$ cat config.mk
export PLATFORM = sky130hd
export DESIGN_NAME = mux_lane_pipe
export DESIGN_NICKNAME = d
export VERILOG_FILES = /design/src/rtl/mux_lane_pipe.sv
export SDC_FILE = /design/constraint.sdc
export NUM_CORES = 1
export LEC_CHECK = 0
export ABC_AREA = 0
export CAP_MARGIN = 15
export CELL_PAD_IN_SITES_DETAIL_PLACEMENT = 0
export CELL_PAD_IN_SITES_GLOBAL_PLACEMENT = 1
export CORE_MARGIN = 2
export CORE_UTILIZATION = 34
export CTS_BUF_LIST = sky130_fd_sc_hd__clkbuf_16
export CTS_CLUSTER_DIAMETER = 60
export DETAILED_ROUTE_END_ITERATION = 12
export DONT_BUFFER_PORTS = 1
export PLACE_DENSITY_LB_ADDON = 0.12
export SYNTH_ARGS = -nofsm -noshare
export SYNTH_HDL_FRONTEND = slang
export SYNTH_SLANG_ARGS = --single-unit
$ cat constraint.sdc
create_clock -name clk -period 1.2 [get_ports clk]
set_clock_uncertainty 0.1 [all_clocks]
set_input_delay 0.24 -clock clk [delete_from_list [all_inputs] [get_ports clk]]
set_output_delay 0.24 -clock clk [all_outputs]
set_load 0.02 [all_outputs]
$ cat src/rtl/mux_lane_pipe.sv
// mux_lane_pipe -- lane select / lane scan output stage.
//
// Picks one LANE_W-bit lane out of a packed LANES-lane input word and emits
// it as a single registered beat, or (scan build) buffers the whole word and
// emits every lane in order 0..LANES-1 as a multi-beat transaction.
//
// Build option: define MUX_LANE_PIPE_SCAN_EN to compile in scan mode (word
// buffer, lane counter, SCAN state). Without it in_scan is ignored and every
// transaction is a single beat with out_last=1.
//
// Ports:
//   clk, rst_n          clock, synchronous active-low reset
//   in_valid/in_ready   input handshake for in_data/in_sel/in_scan
//   in_data             packed lanes, lane k = in_data[k*LANE_W +: LANE_W]
//   in_sel              lane index for single-select mode
//   in_scan             1 = emit all lanes, 0 = emit lane in_sel
//   out_valid/out_ready output beat handshake
//   out_data            emitted lane
//   out_last            final beat of the transaction
//   out_err             single-select index was out of range (data forced 0)
module mux_lane_pipe #(
  parameter int LANE_W = 4,
  parameter int LANES  = 8,
  parameter int SEL_W  = 3
) (
  input  logic                    clk,
  input  logic                    rst_n,
  input  logic                    in_valid,
  output logic                    in_ready,
  input  logic [LANES*LANE_W-1:0] in_data,
  input  logic [SEL_W-1:0]        in_sel,
  input  logic                    in_scan,
  output logic                    out_valid,
  input  logic                    out_ready,
  output logic [LANE_W-1:0]       out_data,
  output logic                    out_last,
  output logic                    out_err
);

  localparam logic [1:0] S_IDLE = 2'd0;
  localparam logic [1:0] S_ONE  = 2'd1;
`ifdef MUX_LANE_PIPE_SCAN_EN
  localparam logic [1:0] S_SCAN = 2'd2;
`endif
  localparam logic [SEL_W:0] LANES_C = (SEL_W+1)'(LANES);

  logic [1:0]        state_q, state_d;
  logic [LANE_W-1:0] data_q, data_d;
  logic              err_q, err_d;
  logic              in_hs, out_hs;

  // Unpack the input word once; each index owns exactly one lane.
  logic [LANE_W-1:0] lane [LANES];
  for (genvar k = 0; k < LANES; k++) begin : g_lane
    assign lane[k] = in_data[k*LANE_W +: LANE_W];
  end

  // Out-of-range selects match no lane, so sel_lane falls back to 0.
  logic [LANE_W-1:0] sel_lane;
  logic              sel_err;
  assign sel_err = {1'b0, in_sel} >= LANES_C;
  always_comb begin
    sel_lane = '0;
    for (int k = 0; k < LANES; k++)
      if (in_sel == SEL_W'(k)) sel_lane = lane[k];
  end

`ifdef MUX_LANE_PIPE_SCAN_EN
  logic [SEL_W-1:0]  cnt_q, cnt_d;
  logic [LANE_W-1:0] wbuf_q [LANES];
  logic [LANE_W-1:0] wbuf_d [LANES];
  logic              cnt_last;
  assign cnt_last = (cnt_q == SEL_W'(LANES-1));
`else
  logic unused_scan;
  assign unused_scan = in_scan;
`endif

  // in_ready depends only on state and out_ready: ONE can take a new
  // transaction on the same edge its beat drains.
  assign in_ready  = (state_q == S_IDLE) | ((state_q == S_ONE) & out_ready);
  assign out_valid = (state_q != S_IDLE);
  assign in_hs     = in_valid & in_ready;
  assign out_hs    = out_valid & out_ready;
  assign out_err   = err_q & (state_q == S_ONE);

`ifdef MUX_LANE_PIPE_SCAN_EN
  assign out_data = (state_q == S_SCAN) ? wbuf_q[cnt_q] : data_q;
  assign out_last = (state_q == S_ONE) | ((state_q == S_SCAN) & cnt_last);
`else
  assign out_data = data_q;
  assign out_last = out_valid;
`endif

  always_comb begin
    state_d = state_q;
    data_d  = data_q;
    err_d   = err_q;
`ifdef MUX_LANE_PIPE_SCAN_EN
    cnt_d   = cnt_q;
    wbuf_d  = wbuf_q;
`endif
    // in_hs only happens in IDLE, or in ONE together with out_hs, so a new
    // load always supersedes the drain of the current single beat.
    if (in_hs) begin
`ifdef MUX_LANE_PIPE_SCAN_EN
      if (in_scan) begin
        wbuf_d  = lane;
        cnt_d   = '0;
        err_d   = 1'b0;
        state_d = S_SCAN;
      end else
`endif
      begin
        data_d  = sel_lane;
        err_d   = sel_err;
        state_d = S_ONE;
      end
    end else if (out_hs) begin
`ifdef MUX_LANE_PIPE_SCAN_EN
      if (state_q == S_SCAN) begin
        if (cnt_last) begin
          cnt_d   = '0;
          state_d = S_IDLE;
        end else begin
          cnt_d = cnt_q + 1'b1;
        end
      end else
`endif
      state_d = S_IDLE;
    end
  end

  always_ff @(posedge clk) begin
    if (!rst_n) begin
      state_q <= S_IDLE;
      data_q  <= '0;
      err_q   <= 1'b0;
`ifdef MUX_LANE_PIPE_SCAN_EN
      cnt_q   <= '0;
      for (int k = 0; k < LANES; k++) wbuf_q[k] <= '0;
`endif
    end else begin
      state_q <= state_d;
      data_q  <= data_d;
      err_q   <= err_d;
`ifdef MUX_LANE_PIPE_SCAN_EN
      cnt_q   <= cnt_d;
      wbuf_q  <= wbuf_d;
`endif
    end
  end

endmodule

==> results, run 1 <==
- The synthesized netlist contains 26 unique library cells.
- Setup repair after global routing left no endpoint under its margin.
- The slack of the worst reg-to-reg path is 0.10 ns.
- The buffer depth of the longest clock path is 2.
- The post-synth net total is 100.
- The count of buffers added by post-CTS timing repair for setup is 0.
- The starting utilization of the core area is 35.8%.
- Summed over all cells, the static leakage comes to 0.227 nW.
- The number of antenna violations at the first check in global routing is 0.
- For this design, the sink count on the clock tree is 5.
- The total of max-cap violations is 0.
- The cell at the root of the clock tree is clkbuf_16.
- The maximum fanout count along the critical path is 3.
- The worst hold path passes through 2 cells.
- The worst register-to-register path ends at out_data[3].
- The post-cts gate resize count is 0.
- The final layout contains routed wiring with a total length of 1.19 mm.
- Global routing finished with a remaining overflow of 0.
- The clock-pin slew on the worst setup and hold paths is 0.03 ns.
- In the finished design, the share of the clock period the worst path needs comes to 95.1%.
- The count of nets left with antenna violations once routing finished came out at 0.
- The core area is 1470 um2.
- Counting cells, the worst reg-to-reg path comes to 5.
- The length of the first detailed-routing pass in iterations is 3.
- CTS built an H-tree with a depth of 1.
- The standard-cell row count is 14.
- The latest clock arrival within the worst-skew pair is 0.23 ns.
- The category of the most critical setup path is register to output pin.
- The total power per unit cell area is 1430 nW/um2.
- Entering global routing, the biggest net connects 22 pins.
- The kind of cell with the highest combined delay on the critical path is flip-flops.
- The number of violations reported at the end of detailed-routing iteration 0 is 7.
- The net count of the finished layout is 100.
- The die covers 1880 um2.
- Synthesis inferred 5 register bits.
- The number of buffers and inverters on the critical path is 1.
- Of the cells placed in the final design, the portion with a size suffix greater than 1 is 13.6%.
- The data required time at the worst endpoint is 0.86 ns.
- The height of the chip is 43.4 um.
- The maximum VDD drop is 0.488 mV.
- Routability-driven placement finished with a final weighted congestion of 0.639.
- 48 I/O pins were placed.
- STA classifies the critical path endpoint as an output pin.
- The total vias in the final route is 461.
- The startpoint of the most critical register-to-register path is state_q[0].
- The repair_antennas step left the layout with diodes totalling 0.
- Synthesis produced a netlist whose cell count is 60.
- The average cell area after synthesis is 8.78 um2.
- Buffers inserted during clock tree synthesis total 3.
- The sequential element share of the synthesized area is 19.0%.
- During placement, the flow inserted port buffers numbering 0.
- Setup violations remaining at the end of the flow were counted as 0.
- The largest individual stage delay along the critical path comes from the cell dfxtp_1.
- The hold violation count in the final report is 0.
- The number of slew-limit violations in the final report was 0.
- The worst path needs 1.14 ns of the cycle, external delays included.
- The signal on the critical path passes through nand2b_4 > buf_4.
- From synthesis to final layout, the design area changed by 12.1%.
- The number of global-route vias before repair is 461.
- Tracing the worst setup path back leads to its startpoint at state_q[0].
- The post-route worst hold slack is 0.0541 ns.
- The total routing resource utilization after global routing is 13.3%.
- Timing would allow up to 877 MHz.
- At the worst endpoint, the arrival time is 0.80 ns.
- The flow ran to the end, and the final reports show no timing, DRC or antenna violations.
- The worst setup path is launched from a register.
- The finished layout holds 75 standard cells, fillers aside.
- The yosys synthesis warning count is 0.
- After synthesis the cells add up to 527 um2.
- The destination of the worst hold path is out_data[2].
- The first global-routing pass estimated 1.88 mm of wire.
- The total DRC errors in the routed layout is 0.
- Dividing the detail-routed via count by the number of cells gives 6.15.
- The largest single stage delay on the critical path is 0.36 ns.
- Dividing the detail-routed wire length by the instance count gives 15.9 um.
- The number of instances in the placed design is 71.
- The path class of the tightest hold or removal check is input port to register.
- The estimated wirelength of the detail-placed design is 954 um.
- The worst hold path begins at rst_n.
- The die is 43.4 um wide.
- The clock tree from TritonCTS is built.
- The number of hold-repair buffers added at the cts stage is 0.
-- layout by cell type (no fill, tap or decap), types with 2 or more instances in the layout --
cell / count
inv_1: 2
nand3_1: 4
nand4_1: 2
o211ai_1: 3
dfxtp_1: 5
nand3b_1: 6
o21ai_0: 2
mux2i_1: 8
clkbuf_16: 3
or3b_1: 2
mux4_2: 2
o21ai_1: 3
nand2_1: 2
a21oi_1: 3
buf_4: 2
-- cell usage after synthesis --
cell type,n,area share (%)
a21boi_0,1,1.4
a21boi_1,1,1.4
a21oi_1,3,2.8
a31o_1,1,1.7
a31oi_1,1,1.2
a41oi_1,1,1.7
and2_1,1,1.2
buf_2,1,0.95
buf_4,4,5.7
buf_6,2,4.3
conb_1,1,0.71
dfxtp_1,5,19
inv_1,1,0.71
mux2_1,1,2.1
mux2i_1,8,15
mux4_2,2,8.6
nand2_1,2,1.4
nand2b_1,1,1.2
nand3_1,4,3.8
nand3b_1,6,8.6
nand4_1,2,2.4
o211ai_1,3,4.3
o21ai_0,2,1.9
o21ai_1,3,2.8
o311ai_1,1,1.7
or3b_1,2,3.3
-- sequential cells by signal (all words and copies together) (netlist names) --
register,count
state_q,1
out_data,4
-- cell families (layout without fill, tap and decap cells) --
group                  after synthesis  after routing  share of synthesized area (%)
multiplexers                        11             11                           25.9
buffers and inverters                8              7                           11.6
AND/OR/NAND/NOR                     18             18                           21.9
flip-flops                           5              5                           19.0
other                                1              1                          0.712
AO/OA/AOI/OAI                       17             17                           20.9
-- how the worst max path moves through the flow --
stage	to	cells after the start
3_5_place_dp	out_data[1]	3
3_3_place_gp	out_data[1]	3
6_report	in_ready	2
2_1_floorplan	out_data[1]	4
5_1_grt	in_ready	2
4_1_cts	in_ready	2
-- report_power, final --
group,total (mW),leakage (nW),internal [mW],switching [mW]
Sequential,0.204,0.0415,0.181,0.0231
Clock,0.535,0.0423,0.431,0.104
Combinational,0.107,0.143,0.0629,0.0437
-- per-stage QoR --
step | power, mW | TNS, ns | area (um2) | setup WS, ns | utilization [%]
after global routing | 0.889 | 0 | 591 | 0.0241 | 40.1
after CTS | 0.861 | 0 | 591 | 0.0520 | 40.1
after detailed placement | 0.315 | 0 | 512 | 0.00328 | 34.8
after global placement | 0.313 | 0 | 512 | 0.0278 | 34.8
after floorplan | 0.333 | -0.0486 | 538 | -0.0363 | -
final | 0.846 | 0 | 591 | 0.0592 | 40.1
-- worst register-to-register path, stage by stage (launching register included) --
cell	delay (ns)
dfxtp_1	0.32
nand2b_4	0.07
buf_4	0.14
nand2_1	0.10
a41oi_1	0.17
a21oi_1	0.08
-- per-layer routing --
metal | track usage, % | part of all wire [%] | up-vias
li1 | - | - | 225
met1 | 17.9 | 44 | 207
met2 | 18.2 | 46 | 29
met3 | 5.00 | 9.7 | 0
met4 | 7.27 | 0 | 0
met5 | 0 | 0 | -
-- layout make-up --
class / instances / area, um2
multi-input combinational: 47 / 373
sequential: 5 / 100
fill: 153 / 881
clock buffer: 3 / 75.1
tap: 16 / 20.0
timing repair buffer: 2 / 15.0
inverter: 1 / 3.75
clock inverter: 1 / 3.75
Power figures use the tool's default switching activity.
==> run 2: changes to the inputs <==
MAX_ROUTING_LAYER = met4   (was unset)
==> results, run 2 (synthesis results as in run 1) <==
- The flow ran to the end, and the final reports show no timing, DRC or antenna violations.
- Setup repair after global routing left no endpoint under its margin.
- The count of buffers added by post-CTS timing repair for setup is 0 (unchanged).
- The class of the tightest hold or removal check is input port to register.
- The total CTS buffers is 3 (unchanged).
- The worst min-delay path startpoint is rst_n.
- The buffer depth of the longest clock path is 2 (unchanged).
- The internal power summed over all cells is 0.675 mW (about the same).
- The starting utilization of the core area is 35.8% (unchanged).
- The startpoint of the most critical register-to-register path is state_q[0].
- The share of total power consumed by net switching is 20.2% (-0.022 points).
- The total vias in the final route came to 460 (-0.22%).
- The data required time at the worst endpoint is 0.86 ns (about the same).
- The number of H-tree levels is 1 (unchanged).
- The total routing resource utilization after global routing is 13.5% (+0.23 points).
- The number of cell instances on the worst register-to-register path is 5 (unchanged).
- The post-cts gate resize count is 0 (unchanged).
- The worst hold path depth came to 2 (unchanged).
- The aggregate routed wire length was 1.20 mm (+0.42%).
- The total die area is 1880 um2 (unchanged).
- The latest clock arrival within the worst-skew pair came to 0.22 ns (about the same).
- The final worst-path cycle share is 95.1% (about the same).
- The layout-stage area growth over the synthesis result is 12.1% (unchanged).
- The global placer's final weighted congestion was 0.645 (+0.83%).
- The relative contribution of combinational cells to total power was 12.6% (about the same).
- The total of buffers placed on input and output ports is 0 (unchanged).
- The portion of total power attributed to sequential cells is 24.2% (about the same).
- The length of the first detailed-routing pass in iterations came to 3 (unchanged).
- TritonCTS built the clock tree.
- The total of max-cap violations came to 0 (unchanged).
- The total setup violations reported at the end of the flow was 0 (unchanged).
- The maximum fanout count along the critical path is 3 (unchanged).
- The maximum achievable frequency came to 877 MHz (about the same).
- The switching component of the power is 0.171 mW (-0.14%).
- The destination of the worst hold path is out_data[2].
- The static power due to leakage is 0.227 nW (unchanged).
- The critical path in this run is classified as register to output pin.
- The number of hold-repair buffers added at the cts stage was 0 (unchanged).
- The number of antenna violations at the first check in global routing is 0 (unchanged).
- The kind of end point of the critical path is an output pin.
- The first-pass GRT wire length is 1.88 mm (unchanged).
- The flip-flop count of the largest register after layout came to 4 (unchanged).
- The number of slew-limit violations in the final report is 0 (unchanged).
- The detail-routed net length per standard cell is 16.0 um (+0.42%).
- The number of antenna-violating nets in the routed design is 0 (unchanged).
- The total congestion overflow after global routing came to 0 (unchanged).
- The total power per unit cell area is 1430 nW/um2 (about the same).
- The number of violations reported at the end of detailed-routing iteration 0 is 7 (unchanged).
- The worst register-to-register path ends at out_data[3].
- The worst setup path is launched from a register.
- In the layout the commonest cells are 8 x mux2i_1, 6 x nand3b_1, 5 x dfxtp_1.
- The post-route worst hold slack came to 0.0542 ns (+0.000122 ns).
- The fraction of layout cells with a size suffix above 1 was 13.6% (unchanged).
- The net count of the finished layout is 100 (unchanged).
- The number of global-route vias before repair came to 463 (+0.43%).
- The final period demand of the worst path is 1.14 ns (+0.00000400 ns).
- The data arrival time of the critical path came to 0.80 ns (about the same).
- The average vias per placed instance was 6.13 (-0.22%).
- The clock network power share is 63.2% (about the same).
- The number of diodes added for antenna fixing is 0 (unchanged).
- The total DRC errors in the routed layout came to 0 (unchanged).
- The total negative slack is 0 ns (unchanged).
- The core area came to 1470 um2 (unchanged).
- The number of I/O pins was 48 (unchanged).
- The width of the chip is 43.4 um (unchanged).
- The height of the chip came to 43.4 um (unchanged).
- The standard-cell row count is 14 (unchanged).
- The clock-pin slew on the worst setup and hold paths is 0.03 ns (about the same).
- The cell at the root of the clock tree is clkbuf_16.
- The commonest non-fill, non-tap cell in the layout is mux2i_1.
- The estimated wirelength of the detail-placed design is 954 um (unchanged).
- The slack of the worst reg-to-reg path is 0.10 ns (about the same).
- The maximum VDD drop is 0.488 mV (about the same).
- The largest net degree at the start of global routing was 22 (unchanged).
- The number of sinks handled by clock tree synthesis is 5 (unchanged).
- The hold violation count in the final report is 0 (unchanged).
[run 2: cell counts in the layout (fill, tap and decap cells not counted)]
No cell type changed its count.
[run 2: worst max path at each step]
stage	to	cells past startpoint	slack (ns)	startpoint
after detailed placement	out_data[1]	3	0.003	in_sel[0]
final	in_ready	2	0.06	state_q[0]
after global placement	out_data[1]	3	0.03	in_sel[0]
after CTS	in_ready	2	0.05	state_q[0]
after global routing	in_ready	2	0.03	state_q[0]
after floorplan	out_data[1]	4	-0.04	in_sel[0]
[run 2: stage by stage]
step	instances	cell area, um2	setup WS (ns)	total power, mW	util [%]
final	75	591	0.0592	0.846	40.1
after global routing	75	591	0.0260	0.884	40.1
after CTS	75	591	0.0520	0.861	40.1
after detailed placement	71	512	0.00328	0.315	34.8
after global placement	71	512	0.0278	0.313	34.8
after floorplan	60	538	-0.0363	0.333	-
[run 2: cell type report]
class | instances | area [um2]
Fill cell | 153 | 881
Multi-Input combinational cell | 47 | 373
Sequential cell | 5 | 100
Clock buffer | 3 | 75.1
Tap cell | 16 | 20.0
Timing Repair Buffer | 2 | 15.0
Clock inverter | 1 | 3.75
Inverter | 1 | 3.75
[run 2: critical path, cell delays in order, from the launching register on]
cell	delay, ns
dfxtp_1	0.36
nand2b_4	0.06
buf_4	0.16
[run 2: layer usage]
metal  vias to the layer above  global-route usage [%]  part of all wire [%]
met5                         -                       -                     0
met4                         0                    7.27                     0
met3                         0                    3.75                   9.7
met2                        29                    18.5                    46
met1                       206                    17.9                    45
li1                        225                       -                     -
[run 2: power groups by stage]
stage,clock network [mW],registers (mW),logic (mW)
2_1_floorplan,0,0.208,0.125
3_3_place_gp,0,0.207,0.106
3_5_place_dp,0,0.207,0.108
4_1_cts,0.547,0.205,0.108
5_1_grt,0.559,0.206,0.119
6_report,0.535,0.204,0.107
==> run 3: changes to the inputs <==
GPL_TIMING_DRIVEN = 0   (was unset)
RECOVER_POWER = 50   (was unset)
==> results, run 3 (synthesis results as in run 1) <==
- STA classifies the critical path endpoint as a register.
- The number of antenna-violating nets in the routed design is 0 (unchanged).
- The total DRC errors in the routed layout is 0 (unchanged).
- The total die area came to 1880 um2 (unchanged).
- The startpoint of the most critical register-to-register path is state_q[0].
- The starting utilization of the core area is 35.8% (unchanged).
- The maximum fanout count along the critical path is 5 (+2).
- The min-delay analysis places its worst path in the category input port to register.
- The static power due to leakage was 0.257 nW (+13%).
- The data required time at the worst endpoint is 1.20 ns (+0.34 ns).
- The destination of the worst hold path is out_data[3].
- The reg-to-reg critical path endpoint is out_data[1].
- The number of global-route vias before repair is 457 (-1.3%).
- From synthesis to final layout, the design area changed by 22.6%.
- The total vias in the final route is 480 (+4.3%).
- The number of diodes added for antenna fixing is 0 (unchanged).
- The net count of the finished layout is 105 (+5.0%).
- The area of all placed cells without fillers came to 646 um2 (+9.3%).
- Setup repair after global routing left no endpoint under its margin.
- The number of H-tree levels was 1 (unchanged).
- In this run the most critical hold path is launched from rst_n.
- The hold violation count in the final report is 0 (unchanged).
- The run finished with clean final reports.
- The total congestion overflow after global routing is 0 (unchanged).
- STA classifies the critical path startpoint as a register.
- The critical path in this run is classified as register to register.
- The maximum VDD drop is 0.615 mV (+26%).
- The clock network power share is 60.1% (-3.1 points).
- The total routing resource utilization after global routing came to 14.3% (+0.79 points).
- The estimated wirelength of the detail-placed design came to 1.02 mm (+6.5%).
- The beginning of the critical path is state_q[0].
- The fraction of layout cells with a size suffix above 1 was 25.0% (+11 points).
- The total of buffers placed on input and output ports was 0 (unchanged).
- The maximum achievable frequency was 871 MHz (-0.60%).
- The total power per unit cell area was 1370 nW/um2 (-4.2%).
- The number of slew-limit violations in the final report is 0 (unchanged).
- The data arrival time of the critical path was 1.15 ns (+0.35 ns).
- The placed instance area is 558 um2 (+9.0%).
- The length of the first detailed-routing pass in iterations was 3 (unchanged).
- The width of the chip is 43.4 um (unchanged).
- The switching component of the power came to 0.197 mW (+16%).
- In this run the clock root is driven by a clkbuf_16.
- The count of buffers added by post-CTS timing repair for setup is 0 (unchanged).
- TritonCTS built the clock tree.
- The number of antenna violations at the first check in global routing is 0 (unchanged).
- The number of I/O pins is 48 (unchanged).
- The count of filler cells inserted in the layout came to 154 (+0.65%).
- The total of max-cap violations was 0 (unchanged).
- The number of cell instances on the worst register-to-register path is 4 (-1).
- The total area of multi-input combinational cells is 378 um2 (+1.3%).
- The final period demand of the worst path is 1.15 ns (+0.00691 ns).
- The relative contribution of combinational cells to total power came to 16.4% (+3.8 points).
- The portion of total power attributed to sequential cells came to 23.5% (-0.7 points).
- The number of violations reported at the end of detailed-routing iteration 0 is 1 (-6).
- Leaving out fill and tap cells, the most frequent cell in the layout is mux2i_1.
- The flip-flop count of the largest register after layout came to 4 (unchanged).
- Leaving out fill and tap cells, the most frequent cells in the layout are 8 x mux2i_1, 6 x nand3b_1.
- The average vias per placed instance is 6.00 (-2.2%).
- The number of sinks handled by clock tree synthesis was 5 (unchanged).
- The first-pass GRT wire length is 1.99 mm (+6.3%).
- The global placer's final weighted congestion is 0.656 (+1.7%).
- The core area came to 1470 um2 (unchanged).
- The largest net degree at the start of global routing is 11 (-50%).
- The total negative slack is 0 ns (unchanged).
- The post-route worst hold slack is 0.0335 ns (-0.0207 ns).
- The buffer depth of the longest clock path is 2 (unchanged).
- The worst hold path depth came to 2 (unchanged).
- The share of total power consumed by net switching is 22.3% (+2.1 points).
- The total setup violations reported at the end of the flow is 0 (unchanged).
- The height of the chip is 43.4 um (unchanged).
- The slack of the worst reg-to-reg path is 0.05 ns (-0.05 ns).
- The latest clock arrival within the worst-skew pair is 0.22 ns (about the same).
- The total CTS buffers came to 3 (unchanged).
- The standard-cell row count came to 14 (unchanged).
- The clock-pin slew on the worst setup and hold paths was 0.03 ns (about the same).
- The aggregate routed wire length is 1.28 mm (+6.8%).
- The detail-routed net length per standard cell is 16.0 um (+0.16%).
- The register area is 104 um2 (+3.8%).
- The final worst-path cycle share came to 95.6% (+0.58 points).
- The internal power summed over all cells was 0.689 mW (+2.0%).
run 3: cell type report:
cell class	instances	area share [%]
plain buffers	7	9.50
clock inverters	1	0.581
multi-input cells	47	58.5
flip-flops and latches	5	16.1
inverters	1	0.581
well taps	16	3.10
clock buffers	3	11.6
run 3: metrics by stage:
step / cells / power (mW) / worst slack [ns] / util (%)
finish: 80 / 0.886 / 0.0523 / 43.9
global route: 80 / 0.921 / 0.00687 / 43.9
CTS: 80 / 0.895 / 0.0114 / 43.5
detailed placement: 76 / 0.356 / -0.124 / 37.9
global placement: 76 / 0.355 / -0.0994 / 37.9
floorplan: 60 / 0.333 / -0.0363 / -
run 3: power groups by stage:
stage / Clock [mW] / Combinational, mW / Sequential (mW)
after global routing: 0.550 / 0.161 / 0.210
final: 0.532 / 0.145 / 0.208
after detailed placement: 0 / 0.146 / 0.210
after CTS: 0.540 / 0.147 / 0.208
after global placement: 0 / 0.145 / 0.210
after floorplan: 0 / 0.125 / 0.208
run 3: what timing repair did:
item | CTS | global route
setup endpoints to repair | 5 | 3
hold buffers | 0 | 0
pin swaps | 0 | 0
gates resized for setup | 2 | 4
run 3: worst max path at each step:
stage	endpoint
4_1_cts	out_data[1]
6_report	out_data[1]
3_5_place_dp	out_data[1]
2_1_floorplan	out_data[1]
5_1_grt	out_data[3]
3_3_place_gp	out_data[1]
run 3: per-layer routing:
layer | share of wire, % | up-vias | wire length [um] | global-route usage, %
met5 | 0 | - | 0 | -
met4 | 0 | 0 | 0 | 1.82
met3 | 9.8 | 0 | 126 | 4.58
met2 | 46 | 32 | 593 | 22.7
met1 | 44 | 211 | 560 | 18.3
li1 | - | 237 | - | -
run 3: worst max-delay path, cell delays in order, from the launching register on:
cell and delay (ns):
dfxtp_4 0.38, nand2b_4 0.10, and2_2 0.25, o21ai_1 0.13
a31oi_1 0.06
